`src/rtl/int_div_controller.sv`:
```
// Multi-cycle unsigned restoring divider sequencer: one quotient bit per cycle,
// valid/ready on both operand and result sides, zero-divisor result flagged.
module int_div_controller #(
    parameter int unsigned WIDTH = 8
) (
    input  logic             Clk,
    input  logic             Rst,
    input  logic             InValid,
    output logic             InReady,
    input  logic [WIDTH-1:0] Dividend,
    input  logic [WIDTH-1:0] Divisor,
    output logic             OutValid,
    input  logic             OutReady,
    output logic [WIDTH-1:0] Quotient,
    output logic [WIDTH-1:0] Remainder,
    output logic             DivByZero,
    output logic             Busy
);
    localparam int unsigned CNT_W = $clog2(WIDTH);

    typedef enum logic [1:0] {
        ST_IDLE,
        ST_RUN,
        ST_DONE
    } state_e;

    state_e             state_q, state_d;
    logic [WIDTH:0]     rem_q, rem_d;
    logic [WIDTH-1:0]   quo_acc_q, quo_acc_d;
    logic [WIDTH-1:0]   dvd_q, dvd_d;
    logic [WIDTH-1:0]   dvs_q, dvs_d;
    logic [CNT_W-1:0]   cnt_q, cnt_d;
    logic               out_valid_q, out_valid_d;
    logic [WIDTH-1:0]   quotient_q, quotient_d;
    logic [WIDTH-1:0]   remainder_q, remainder_d;
    logic               dbz_q, dbz_d;

    logic [WIDTH:0]     trial;
    logic [WIDTH:0]     divisor_ext;
    logic               agtb;
    logic               unused_rem_msb;

    // Partial remainder stays below the divisor between steps, so its MSB is always zero.
    assign unused_rem_msb = rem_q[WIDTH];

    assign trial       = {rem_q[WIDTH-1:0], dvd_q[cnt_q]};
    assign divisor_ext = {1'b0, dvs_q};

    Comparator #(
        .WIDTH(WIDTH + 1)
    ) u_cmp (
        .A    (divisor_ext),
        .B    (trial),
        .AGTB (agtb)
    );

    always_ff @(posedge Clk) begin
        if (Rst) begin
            state_q     <= ST_IDLE;
            rem_q       <= '0;
            quo_acc_q   <= '0;
            dvd_q       <= '0;
            dvs_q       <= '0;
            cnt_q       <= '0;
            out_valid_q <= 1'b0;
            quotient_q  <= '0;
            remainder_q <= '0;
            dbz_q       <= 1'b0;
        end else begin
            state_q     <= state_d;
            rem_q       <= rem_d;
            quo_acc_q   <= quo_acc_d;
            dvd_q       <= dvd_d;
            dvs_q       <= dvs_d;
            cnt_q       <= cnt_d;
            out_valid_q <= out_valid_d;
            quotient_q  <= quotient_d;
            remainder_q <= remainder_d;
            dbz_q       <= dbz_d;
        end
    end

    always_comb begin
        state_d     = state_q;
        rem_d       = rem_q;
        quo_acc_d   = quo_acc_q;
        dvd_d       = dvd_q;
        dvs_d       = dvs_q;
        cnt_d       = cnt_q;
        out_valid_d = out_valid_q;
        quotient_d  = quotient_q;
        remainder_d = remainder_q;
        dbz_d       = dbz_q;

        unique case (state_q)
            ST_IDLE: begin
                if (InValid) begin
                    dvd_d = Dividend;
                    dvs_d = Divisor;
                    if (Divisor == '0) begin
                        state_d     = ST_DONE;
                        quotient_d  = '1;
                        remainder_d = Dividend;
                        dbz_d       = 1'b1;
                    end else begin
                        state_d   = ST_RUN;
                        rem_d     = '0;
                        quo_acc_d = '0;
                        cnt_d     = CNT_W'(WIDTH - 1);
                        dbz_d     = 1'b0;
                    end
                end
            end
            ST_RUN: begin
                if (!agtb) begin
                    rem_d            = trial - divisor_ext;
                    quo_acc_d[cnt_q] = 1'b1;
                end else begin
                    rem_d = trial;
                end
                cnt_d = cnt_q - CNT_W'(1);
                if (cnt_q == '0) begin
                    state_d     = ST_DONE;
                    out_valid_d = 1'b1;
                    quotient_d  = quo_acc_d;
                    remainder_d = rem_d[WIDTH-1:0];
                end
            end
            ST_DONE: begin
                // Zero-divisor results raise OutValid one edge after entering DONE.
                out_valid_d = 1'b1;
                if (out_valid_q && OutReady) begin
                    state_d     = ST_IDLE;
                    out_valid_d = 1'b0;
                end
            end
            default: state_d = ST_IDLE;
        endcase
    end

    assign InReady   = (state_q == ST_IDLE) && !Rst;
    assign Busy      = (state_q != ST_IDLE);
    assign OutValid  = out_valid_q;
    assign Quotient  = quotient_q;
    assign Remainder = remainder_q;
    assign DivByZero = dbz_q;

endmodule

// Unsigned magnitude comparator used for the per-step trial decision.
module Comparator #(
    parameter int unsigned WIDTH = 9
) (
    input  logic [WIDTH-1:0] A,
    input  logic [WIDTH-1:0] B,
    output logic             AGTB
);
    assign AGTB = (A > B);
endmodule
```
`config.mk`:
```
export PLATFORM = sky130hd
export DESIGN_NAME = int_div_controller
export DESIGN_NICKNAME = d
export VERILOG_FILES = /design/src/rtl/int_div_controller.sv
export SDC_FILE = /design/constraint.sdc
export NUM_CORES = 1
export LEC_CHECK = 0
export BUFFER_PORTS_ARGS = -buffer_cell sky130_fd_sc_hd__buf_4
export CAP_MARGIN = 30
export CELL_PAD_IN_SITES_DETAIL_PLACEMENT = 1
export CELL_PAD_IN_SITES_GLOBAL_PLACEMENT = 2
export CORE_ASPECT_RATIO = 1.2
export CORE_MARGIN = 2
export CORE_UTILIZATION = 36
export DETAILED_ROUTE_END_ITERATION = 8
export PLACE_DENSITY = 0.95
export REMOVE_ABC_BUFFERS = 1
export SLEW_MARGIN = 30
export SYNTH_ARGS = -nofsm -noshare
export SYNTH_HDL_FRONTEND = slang
export SYNTH_SLANG_ARGS = --single-unit
```
`constraint.sdc`:
```
create_clock -name Clk -period 4.3 [get_ports Clk]
set_input_delay 0.43 -clock Clk [delete_from_list [all_inputs] [get_ports Clk]]
set_output_delay 0.43 -clock Clk [all_outputs]
set_load 0.05 [all_outputs]
```
* Yosys cells after proc, flatten, opt, wreduce, memory -nomap -nowiden
Index checks and enable logic that the tools add are counted.
** Operators by class
- Add/subtract/negate cells :: 2
- Magnitude comparators :: 3
- Equality and inequality tests :: 7
- Mux-type cells :: 32
- Bitwise gates (word level) :: 1
- Reductions and logical operators :: 15
** Operator list (number)
- $mux W8 :: 12
- $pmux W8 S2 :: 4
- $ne A2 B2 Y1 const B :: 5
- $gt A8 B9 Y1 :: 1
- $logic_not A8 Y1 :: 1
- $mux W2 :: 4
- $or A8 B8 Y8 :: 1
- $sub A8 B8 Y8 :: 1
- $mux W3 :: 2
- $pmux W2 S3 :: 1
- $pmux W3 S2 :: 1
- $reduce_and A3 Y1 :: 2
- $reduce_bool A2 Y1 :: 3
- $mux W1 :: 5
- $lt A3 B4 Y1 const B :: 1
- $reduce_and A2 Y1 :: 2
- $reduce_and A4 Y1 :: 1
- $bmux W1 S3 :: 1
- $demux W1 S3 :: 1
- $ge A3 B1 Y1 const B :: 1
- $logic_and A1 B1 Y1 :: 3
- $logic_not A3 Y1 :: 1
- $sub A3 B1 Y3 const B :: 1
- $eq A2 B1 Y1 const B :: 1
- 4 further kinds :: 4
** Storage, ports and cells
- Bits in registers :: 55
- Bits of input ports :: 20
- Logic and storage cells :: 70

* Depth between registers and ports, before layout
Gate-level depths: netlist of the first run.
- Depth in word-level cells :: 8
- Depth in mapped cells :: 13
- Mapped depth without buffers :: 12

* By module
A second synthesis of the first run with hierarchy kept.
** Unflattened totals
- Cells, all modules :: 334
- Area total of the unflattened synthesis :: 2801.4 µm²
** Modules (own cells, without submodules)
- int_div_controller :: instances 1, cells each 303, area each 2580.0 µm², seq. area each 1101.1 µm²
- Comparator :: instances 1, cells each 31, area each 221.5 µm², seq. area each 0.0 µm²

* Worst setup path before layout of the first run
OpenSTA, ideal clock, no wires.
- Kind :: register -> register
- From :: register cnt_q[2]
- To :: register remainder_q[7], in the netlist Remainder[7]
- Setup time :: 0.114 ns
- Arrival :: 2.460 ns
- Setup slack :: 1.726 ns
- Cell stages (with the launch flop) :: 13
- Buffers on the path :: 1
- Clock period less this slack :: 2.574 ns
- Cells stage by stage :: dfxtp_1 buf_2 mux2i_1 nor2_1 a311o_1 a21oi_1 inv_1 ha_1 nand4_1 o21a_1 nand2_2 o21ai_0 a2111oi_0
** Between the ends
- Cells in the longest elaborated chain, start to end :: 6
** Ends and longest elaborated chain
- start: declaration :: line 32 : logic [CNT_W-1:0] cnt_q, cnt_d;
- start signal: assignment :: line 75 : cnt_q <= cnt_d;
- $bmux W1 S3 :: line 46 : assign trial = {rem_q[WIDTH-1:0], dvd_q[cnt_q]};
- $mux W1 (not written as such) :: line 46
- $sub A8 B8 Y8 or $gt A8 B9 Y1 (tied branches) :: line 116, 158
- $mux W8 :: line 115 : if (!agtb) begin
- $mux W8 :: line 122 : if (cnt_q == '0) begin
- $pmux W8 S2 :: line 95 : unique case (state_q)
- end signal: assignment :: line 78 : remainder_q <= remainder_d;
- end: declaration :: line 35 : logic [WIDTH-1:0] remainder_q, remainder_d;
Several ways; a longest one is shown, not always the timed one. The select of a mux whose other input is x is not followed.
A chain may end at the register's enable or synchronous reset.

* Worst setup path after layout of the first run
Same ends and word-level chain as after synthesis.

==> flow_metrics.tcl, run 1 <==
set metrics [dict create \
    syn_area_sq_um 2820 \
    portBuffers 39 \
    yosys_warnings 0 \
    die_w_um 84.8 \
    syn_inst 354 \
    reg2reg_depth 11 \
    dp_hpwl_um 6130 \
    setup_viol 0 \
    avgRoutedWirePerCell_um 17.0 \
    first_pass_iters 4 \
    synthToLayoutAreaGrowth_pct 14.8 \
    worstReg2RegStart "cnt_q[2]" \
    cts_tree "yes" \
    ant_nets 0 \
    ys_types 48 \
    synth_commonest_cells "55 x dfxtp_1, 49 x nand2_1, 43 x a21oi_1, 32 x nor2_1" \
    drive_gt1_frac 0.150 \
    cp_max_fo 11 \
    maxSlewHeadroom 0.435 \
    fmax_ghz 0.311 \
    arrival_ns 3.41 \
    grt_pass1_wl_um 13500 \
    drt_iter0_drc 95 \
    synth_flop_cell "dfxtp_1" \
    yosys-top-cells-area "dfxtp_1 39%, a21oi_1 7.6%, ha_1 7.5%, nand2_1 6.5%, nor2_1 4.3%" \
    dp.cells 465 \
    hold_slack_ns 0.364 \
    worstReg2RegEnd "Remainder[7]" \
    clkPwrFrac 0.200 \
    die_y_um 101 \
    required_ns 4.50 \
    ir_drop_uv 233 \
    cts_resized 0 \
    gp_congestion 0.808 \
    synth_top_area_cell "dfxtp_1" \
    grt-ovfl-total 0 \
    comb_power_share 0.414 \
    fin_cells 473 \
    min_path_type "in2reg" \
    cap_violations 0 \
    critPathCaptureType "register" \
    synth_seq_cells 55 \
    p_leak_nw 1.28 \
    coreArea_sq_um 7620 \
    grt_max_degree 47 \
    syn_avg_cell_area_sq_um 7.96 \
    holdBufCountCts 0 \
    p_int_mw 0.933 \
    hold_viol 0 \
    setup.worst_path.start_class "register" \
    fin_crit_ns 3.21 \
    clock_path_buffers 2 \
    post-route-util 0.425 \
    io-pin-count 40 \
    finalPower_mw 1.59 \
    grt_pass1_vias 2635 \
    die_area_sq_um 8560 \
    post-synth-top-count-cell "dfxtp_1" \
    ys_seq_area_frac 0.391 \
    synth.top_cell.area_share 0.391 \
    h-tree-depth 2 \
    hold_depth 3 \
    grtUsageTotal 0.197 \
    clock_latency_ns 0.31 \
    cts_buffers 5 \
    async_flop_share 0 \
    path_clk_slew_ns 0.10 \
    maxSlewViolCount 0 \
    power_density_nw_per_um2 490 \
    rrSetupSlack_ns 1.09 \
    p_switching_mw 0.654 \
    crit_type "reg2reg" \
    worst_clock_skew_ns 0.00322 \
    post-route-drc-count 0 \
    min_from "Divisor[1]" \
    tightest_slew_ns 0.839 \
    status "finished, final reports clean" \
    rows 35 \
    synth_edf_count 0 \
    hold_end "dvs_q[1]" \
    switching_share 0.412 \
    vias_per_cell 5.52 \
    rsz0062_at_grt "no" \
    finalSetupTns_ns 0 \
    seq_power_share 0.386 \
    cts.sinks 55 \
    cts_setup_buffers 0 \
    wirelength_um 8050 \
    antenna_cells 0 \
    start_util 0.370 \
    antenna_found_initial 0 \
    vias 2609 \
    root_buffer "clkbuf_8" \
    fin_crit_sh 0.747 \
    layout.nets 418 \
]
-- cells by family after synthesis --
kind of cell	share of synthesized area
AO/OA/AOI/OAI	0.221
XOR/XNOR	0.0186
adder cells (fa/ha/maj)	0.0826
buffers and inverters	0.0652
flip-flops	0.391
multiplexers	0.0151
AND/OR/NAND/NOR	0.207
-- power groups by stage --
stage	logic, mW	clock network [mW]	registers [mW]
after floorplan	0.394	0	0.679
after global placement	0.638	0	0.622
after detailed placement	0.651	0	0.625
after CTS	0.656	0.317	0.613
after global routing	0.727	0.342	0.621
final	0.658	0.317	0.613
-- worst max-delay path: stages, from the launching register on --
cell       delay [ns]
dfxtp_1          0.61
mux2i_1          0.25
nor2_1           0.06
a311o_1          0.33
a21oi_1          0.28
ha_1             0.29
nor2b_1          0.07
o2111ai_1        0.30
a31oi_1          0.15
o32ai_1          0.23
o21ai_0          0.16
a2111oi_0        0.38
-- worst max path at each step --
| stage | startpoint | to | cells after the start |
|---|---|---|---|
| after detailed placement | cnt_q[2] | Remainder[7] | 11 |
| final | cnt_q[2] | Remainder[7] | 11 |
| after global routing | cnt_q[2] | Remainder[7] | 11 |
| after global placement | cnt_q[2] | Remainder[7] | 11 |
| after CTS | cnt_q[2] | Remainder[7] | 11 |
| after floorplan | cnt_q[2] | Remainder[7] | 11 |
-- layer usage --
metal,part of all wire,vias up,track usage
met5,0,-,0
li1,-,1274,-
met1,0.43,1279,0.238
met2,0.52,43,0.361
met4,0.018,0,0.0549
met3,0.023,13,0.0303
-- cell type report --
class | count | area [sq um]
Timing Repair Buffer | 41 | 308
Clock buffer | 8 | 100
Inverter | 21 | 78.8
Multi-Input combinational cell | 256 | 1530
Tap cell | 92 | 115
Sequential cell | 55 | 1100
Fill cell | 953 | 4380
-- flip-flops by register name (all words and copies together), names as in the netlist, 2 cells and up --
register and count:
dvd_q 8, quo_acc_q 8, Remainder 8, rem_q 8, Quotient 8, cnt_q 3, dvs_q 8, state_q 2
-- placed cells by master (no fill, tap or decap), drive strengths merged --
cell,count
a32o,5
nor4,2
or3,1
and2,1
mux2i,2
nand4,2
a21oi,47
a211o,2
dfxtp,55
nand2,50
nor2,33
nand3,7
o21a,2
nand2b,6
a41oi,1
ha,17
a221oi,2
a311o,1
a211oi,8
o21ai,18
o2111ai,1
nand3b,1
o32ai,1
o31ai,1
o211ai,1
clkbuf,8
inv,21
fa,1
a21o,3
a2111oi,2
xnor2,4
buf,41
and4bb,1
mux2,2
or2,2
nor2b,3
a31oi,1
xor2,2
nor3,21
a311oi,2
-- through the flow --
step	setup WS, ns	cell area (sq um)
CTS	1.14	3240
detailed placement	1.20	3140
global placement	1.28	3140
global route	0.780	3240
finish	1.09	3240
floorplan	1.69	2710
(Power assumes the default switching activity.)
==> inputs of run 2 (changes only) <==
Settings changed: ABC_AREA set to 1, CORE_UTILIZATION 36 to 29, PLACE_DENSITY 0.95 to 0.86.
Clock period 4.3 ns to 2.89 ns, I/O delays scaled along.
==> run 2 against run 1 <==
Clock power increased by 150%. Global-route usage fell by 3.0 points. Flip-flop and latch count unchanged. Total power up 90%. Area after synthesis rose by 5.6%.
==> flow_metrics.tcl, run 2 <==
set metrics [dict create \
    status "finished, final reports clean" \
    rows 40 \
    cts_buffers 5 \
    mostFrequentLayoutCell "nand2_1" \
    layout.nets 489 \
    avgRoutedWirePerCell_um 15.0 \
    grt_pass1_wl_um 14400 \
    first_pass_iters 4 \
    maxSlewHeadroom 0.493 \
    antenna_cells 0 \
    grt_max_degree 24 \
    synth_top_area_cell "dfxtp_1" \
    ff_latch_area_sq_um 1100 \
    arrival_ns 2.74 \
    mostFrequentLayoutCells "88 x nand2_1, 55 x dfxtp_1, 53 x nor2_1, 44 x a21oi_1, 42 x inv_1" \
    p_leak_nw 1.65 \
    grt-ovfl-total 0 \
    crit_type "reg2reg" \
    holdBufCountCts 0 \
    cts.sinks 55 \
    drt_iter0_drc 92 \
    path_clk_slew_ns 0.07 \
    h-tree-depth 2 \
    synth_commonest_cells "88 x nand2_1, 55 x dfxtp_1, 53 x nor2_1, 44 x a21oi_1, 42 x inv_1" \
    tightest_slew_ns 0.759 \
    finalWorstSetupSlack_ns 0.349 \
    die_y_um 115 \
    multi_input_area_sq_um 1620 \
    syn_area_sq_um 2980 \
    fin_crit_sh 0.879 \
    hold_slack_ns 0.237 \
    critPathCaptureType "register" \
    finalSetupTns_ns 0 \
    die_area_sq_um 11100 \
    io-pin-count 40 \
    setup_viol 0 \
    fillers 1256 \
    gp_congestion 0.839 \
    dp_hpwl_um 6440 \
    postPlaceCellArea_sq_um 3370 \
    die_w_um 96.5 \
    worst_clock_skew_ns 0.00568 \
    ys_seq_area_frac 0.370 \
    ir_drop_uv 273 \
    power_density_nw_per_um2 845 \
    rsz0062_at_grt "no" \
    synth.top_cell.area_share 0.370 \
    fin_crit_ns 2.54 \
    cap_violations 0 \
    grt_pass1_vias 2997 \
    cp_max_fo 16 \
    synth_flop_cell "dfxtp_1" \
    maxSlewViolCount 0 \
    root_buffer "clkbuf_16" \
    post-route-drc-count 0 \
    cts_setup_buffers 0 \
    vias_per_cell 4.80 \
    yosys-top-cells-area "dfxtp_1 37%, nand2_1 11%, a21oi_1 7.4%, ha_1 7.1%, nor2_1 6.7%" \
    synthToLayoutAreaGrowth_pct 19.8 \
    synth_edf_count 0 \
    vias 2772 \
    required_ns 3.09 \
    hold_viol 0 \
    yosys_warnings 0 \
    coreArea_sq_um 10000 \
    syn_inst 416 \
    min_path_type "in2reg" \
    fin_cells 578 \
    pre_cts_slack_ns 0.279 \
    rrSetupSlack_ns 0.35 \
    ant_nets 0 \
    syn_avg_cell_area_sq_um 7.16 \
    ys_types 34 \
    synth_seq_cells 55 \
    async_flop_share 0 \
    fmax_ghz 0.394 \
    drive_gt1_frac 0.181 \
    post-synth-top-count-cell "nand2_1" \
    clock_latency_ns 0.30 \
    grtUsageTotal 0.168 \
    wirelength_um 8640 \
    setup.worst_path.start_class "register" \
    start_util 0.298 \
    final_area_sq_um 3570 \
    cts_tree "yes" \
    dp.cells 570 \
    clock_path_buffers 2 \
    antenna_found_initial 0 \
    portBuffers 39 \
]
[run 2: cell count changes after synthesis, sizes merged, moves of 6 or more]
cell / change
nand2: +47
inv: +27
nor2: +23
nand3: +17
a211oi: -8
o21ai: +7
nand2b: -6
[run 2: worst max-delay path: stages (launching register included)]
cell and delay [ns]:
dfxtp_1 0.57, clkinvlp_4 0.32, nand2_1 0.12, nand2_1 0.06, nand2_1 0.05, nand2_1 0.05
nand2_1 0.05, nand2_1 0.06, ha_1 0.17, nand3b_1 0.16, nand3_2 0.22, nand2_4 0.21
a21oi_1 0.23, nand2_1 0.07, nand2_1 0.06, inv_1 0.04
[run 2: per-stage QoR]
step / utilization / power (mW)
floorplan: - / 1.89
global placement: 0.337 / 2.21
detailed placement: 0.337 / 2.25
CTS: 0.356 / 3.05
global route: 0.357 / 3.24
finish: 0.357 / 3.01
[run 2: logic make-up after synthesis]
family | after synthesis | share of synthesized area
compound gates | 78 | 0.146
buf+inv | 63 | 0.0878
flops | 55 | 0.370
fa+ha+maj | 18 | 0.0782
simple gates | 199 | 0.309
xor+xnor | 3 | 0.00883
[run 2: repair_timing]
| action | in CTS | in global routing |
|---|---|---|
| resized for setup | 0 | 1 |
| endpoints found under the setup margin | 0 | 1 |
| hold endpoints to repair | 0 | 0 |
[run 2: final timing paths]
kind / cells after the start / to / startpoint
max: 15 / Quotient[0] / cnt_q[0]
min: 3 / dvd_q[7] / Dividend[7]
max reg2reg: 15 / Quotient[0] / cnt_q[0]
min reg2reg: 2 / rem_q[6] / rem_q[6]
[run 2: routing by layer]
metal	wire, um	share of wire	global-route usage	vias up
li1	-	-	-	1408
met1	3590	0.41	0.187	1311
met2	4570	0.53	0.310	37
met3	228	0.026	0.0301	16
met4	252	0.029	0.0657	0
met5	0	0	0	-
[run 2: area by class of cell]
class / count / area share
clock buffer: 5 / 0.0351
clock inverter: 3 / 0.0189
inverter: 50 / 0.0543
multi-input combinational: 298 / 0.453
sequential: 55 / 0.309
tap: 126 / 0.0442
timing repair buffer: 41 / 0.0863
[run 2: power breakdown]
part / internal (mW) / total, mW / switching, mW / leakage (nW)
logic: 0.407 / 1.29 / 0.888 / 1.11
registers: 0.857 / 0.934 / 0.0772 / 0.451
clock network: 0.497 / 0.785 / 0.288 / 0.0900
total: 1.76 / 3.01 / 1.25 / 1.65
==> inputs of run 3 (changes only) <==
--- a/config.mk
+++ b/config.mk
@@ -15,4 +15,5 @@
 export CORE_UTILIZATION = 29
 export DETAILED_ROUTE_END_ITERATION = 8
+export MAX_ROUTING_LAYER = met4
 export PLACE_DENSITY = 0.86
 export REMOVE_ABC_BUFFERS = 1
==> constraint.sdc (replaced) <==
create_clock -name Clk -period 2.89 [get_ports Clk]
set_input_delay 0.1445 -clock Clk [delete_from_list [all_inputs] [get_ports Clk]]
set_output_delay 0.1445 -clock Clk [all_outputs]
set_load 0.05 [all_outputs]
==> run 3 against run 2 <==
Via count barely moved. Critical path depth did not move. Routed wire length fell by 1.3%. Flip-flop and latch count did not move. Setup slack improved by 0.15 ns. Global-route usage rose by 0.25 points. Sequential share of layout area rose by 0.59 points. Cell count fell by 0.35%. Non-clock buffer count did not move. Combinational power barely moved. Clock skew fell by 0.0021 ns. Critical endpoint is now Quotient[6]. Largest cell class unchanged. Largest power group unchanged. Highest routed layer unchanged.
==> flow_metrics.tcl, run 3 (synthesized netlist as in run 2, its figures left out) <==
set metrics [dict create \
    required_ns 3.08 \
    h-tree-depth 2 \
    cts_buffers 5 \
    hold_end "dvs_q[7]" \
    maxSlewHeadroom 0.517 \
    arrival_ns 2.58 \
    clock_latency_ns 0.29 \
    crit_type "reg2reg" \
    worst_clock_skew_ns 0.00361 \
    post-route-drc-count 0 \
    drt_iter0_drc 75 \
    cap_violations 0 \
    mostFrequentLayoutCells "88 x nand2_1, 54 x dfxtp_1, 53 x nor2_1, 44 x a21oi_1, 42 x inv_1" \
    met2_usage 0.314 \
    fillers 1300 \
    clock_path_buffers 2 \
    grtUsageMet1 0.185 \
    fin_crit_ns 2.39 \
    cts_tree "yes" \
    mostFrequentLayoutCell "nand2_1" \
    min_from "Divisor[7]" \
    synthToLayoutAreaGrowth_pct 17.7 \
    grt_pass1_wl_um 14400 \
    rows 40 \
    antenna_found_initial 0 \
    grt-ovfl-total 0 \
    power_density_nw_per_um2 797 \
    pre_cts_slack_ns 0.274 \
    gp_congestion 0.857 \
    fin_cells 576 \
    layout.nets 489 \
    dp.cells 570 \
    cts.sinks 55 \
    antenna_cells 0 \
    die_w_um 96.5 \
    dp_hpwl_um 6440 \
    die_area_sq_um 11100 \
    io-pin-count 40 \
    vias_per_cell 4.81 \
    grt_pass1_vias 3042 \
    finalWorstSetupSlack_ns 0.500 \
    hold_viol 0 \
    root_buffer "clkbuf_16" \
    start_util 0.298 \
    avgRoutedWirePerCell_um 14.8 \
    min_path_type "in2reg" \
    grt_use_met3 0.0249 \
    p_leak_nw 1.62 \
    holdBufCountCts 0 \
    top_usage_layer "met2" \
    hold_slack_ns 0.0980 \
    rsz0062_at_grt "no" \
    maxSlewViolCount 0 \
    fmax_ghz 0.418 \
    critPathCaptureType "register" \
    setup_viol 0 \
    cp_max_fo 16 \
    path_clk_slew_ns 0.07 \
    ir_drop_uv 330 \
    finalSetupTns_ns 0 \
    ant_nets 0 \
    status "finished, final reports clean" \
    vias 2770 \
    coreArea_sq_um 10000 \
    rrSetupSlack_ns 0.50 \
    setup.worst_path.start_class "register" \
    fin_crit_sh 0.827 \
    tightest_slew_ns 0.724 \
    die_y_um 115 \
    first_pass_iters 4 \
    hold_depth 3 \
    portBuffers 39 \
    drive_gt1_frac 0.178 \
    wirelength_um 8530 \
    worstReg2RegStart "cnt_q[0]" \
    grtUsageTotal 0.170 \
    worstReg2RegEnd "Quotient[6]" \
    reg2reg_depth 15 \
    grt_max_degree 24 \
]
[run 3: cell count changes in the layout (fill, tap and decap cells not counted), sizes merged]
cell and change:
bufinv -2, clkbuf +1, clkinvlp -1
[run 3: stage by stage]
stage	power (mW)	instance area, sq um	util
after global placement	2.21	3370	0.337
after floorplan	1.89	2910	-
final	2.79	3510	0.350
after global routing	3.02	3510	0.350
after detailed placement	2.24	3370	0.337
after CTS	2.83	3500	0.350
[run 3: layout make-up]
class | count | area (sq um) | share of cell area
Inverter | 50 | 194 | 0.0553
Multi-Input combinational cell | 298 | 1620 | 0.461
Clock buffer | 6 | 129 | 0.0368
Tap cell | 126 | 158 | 0.0450
Sequential cell | 55 | 1100 | 0.314
Timing Repair Buffer | 41 | 308 | 0.0878
[run 3: critical path, cell delays in order, from the launching register on]
cell and delay (ns):
dfxtp_2 0.46, clkinvlp_4 0.24, nand2_1 0.10, nand2_1 0.05, nand2_1 0.06, nand2_1 0.05
nand2_1 0.05, nand2_1 0.08, ha_1 0.18, nand3b_1 0.16, nand3_2 0.23, nand2_4 0.21
a21oi_1 0.24, nand2_1 0.07, nand2_1 0.06, inv_1 0.04
[run 3: layer usage]
metal,vias to the layer above,share of wire
met3,15,0.031
met5,-,0
met1,1311,0.42
li1,1403,-
met4,0,0.022
met2,41,0.53
[run 3: how the worst max path moves through the flow]
| stage | to | cells past startpoint | from |
|---|---|---|---|
| after floorplan | Remainder[4] | 15 | cnt_q[0] |
| after global placement | Quotient[7] | 15 | cnt_q[0] |
| after detailed placement | Quotient[6] | 15 | cnt_q[0] |
| after CTS | Quotient[7] | 15 | cnt_q[0] |
| after global routing | Quotient[6] | 15 | cnt_q[0] |
| final | Quotient[6] | 15 | cnt_q[0] |
[run 3: timing repair]
| action | in CTS | in global routing |
|---|---|---|
| resized for setup | 0 | 2 |
| endpoints found under the setup margin | 0 | 7 |
| setup buffers | 0 | 0 |
[run 3: report_power, final]
part           internal, mW  switching [mW]
registers             0.858          0.0764
clock network         0.313           0.260
logic                 0.406           0.881
total                  1.58            1.22
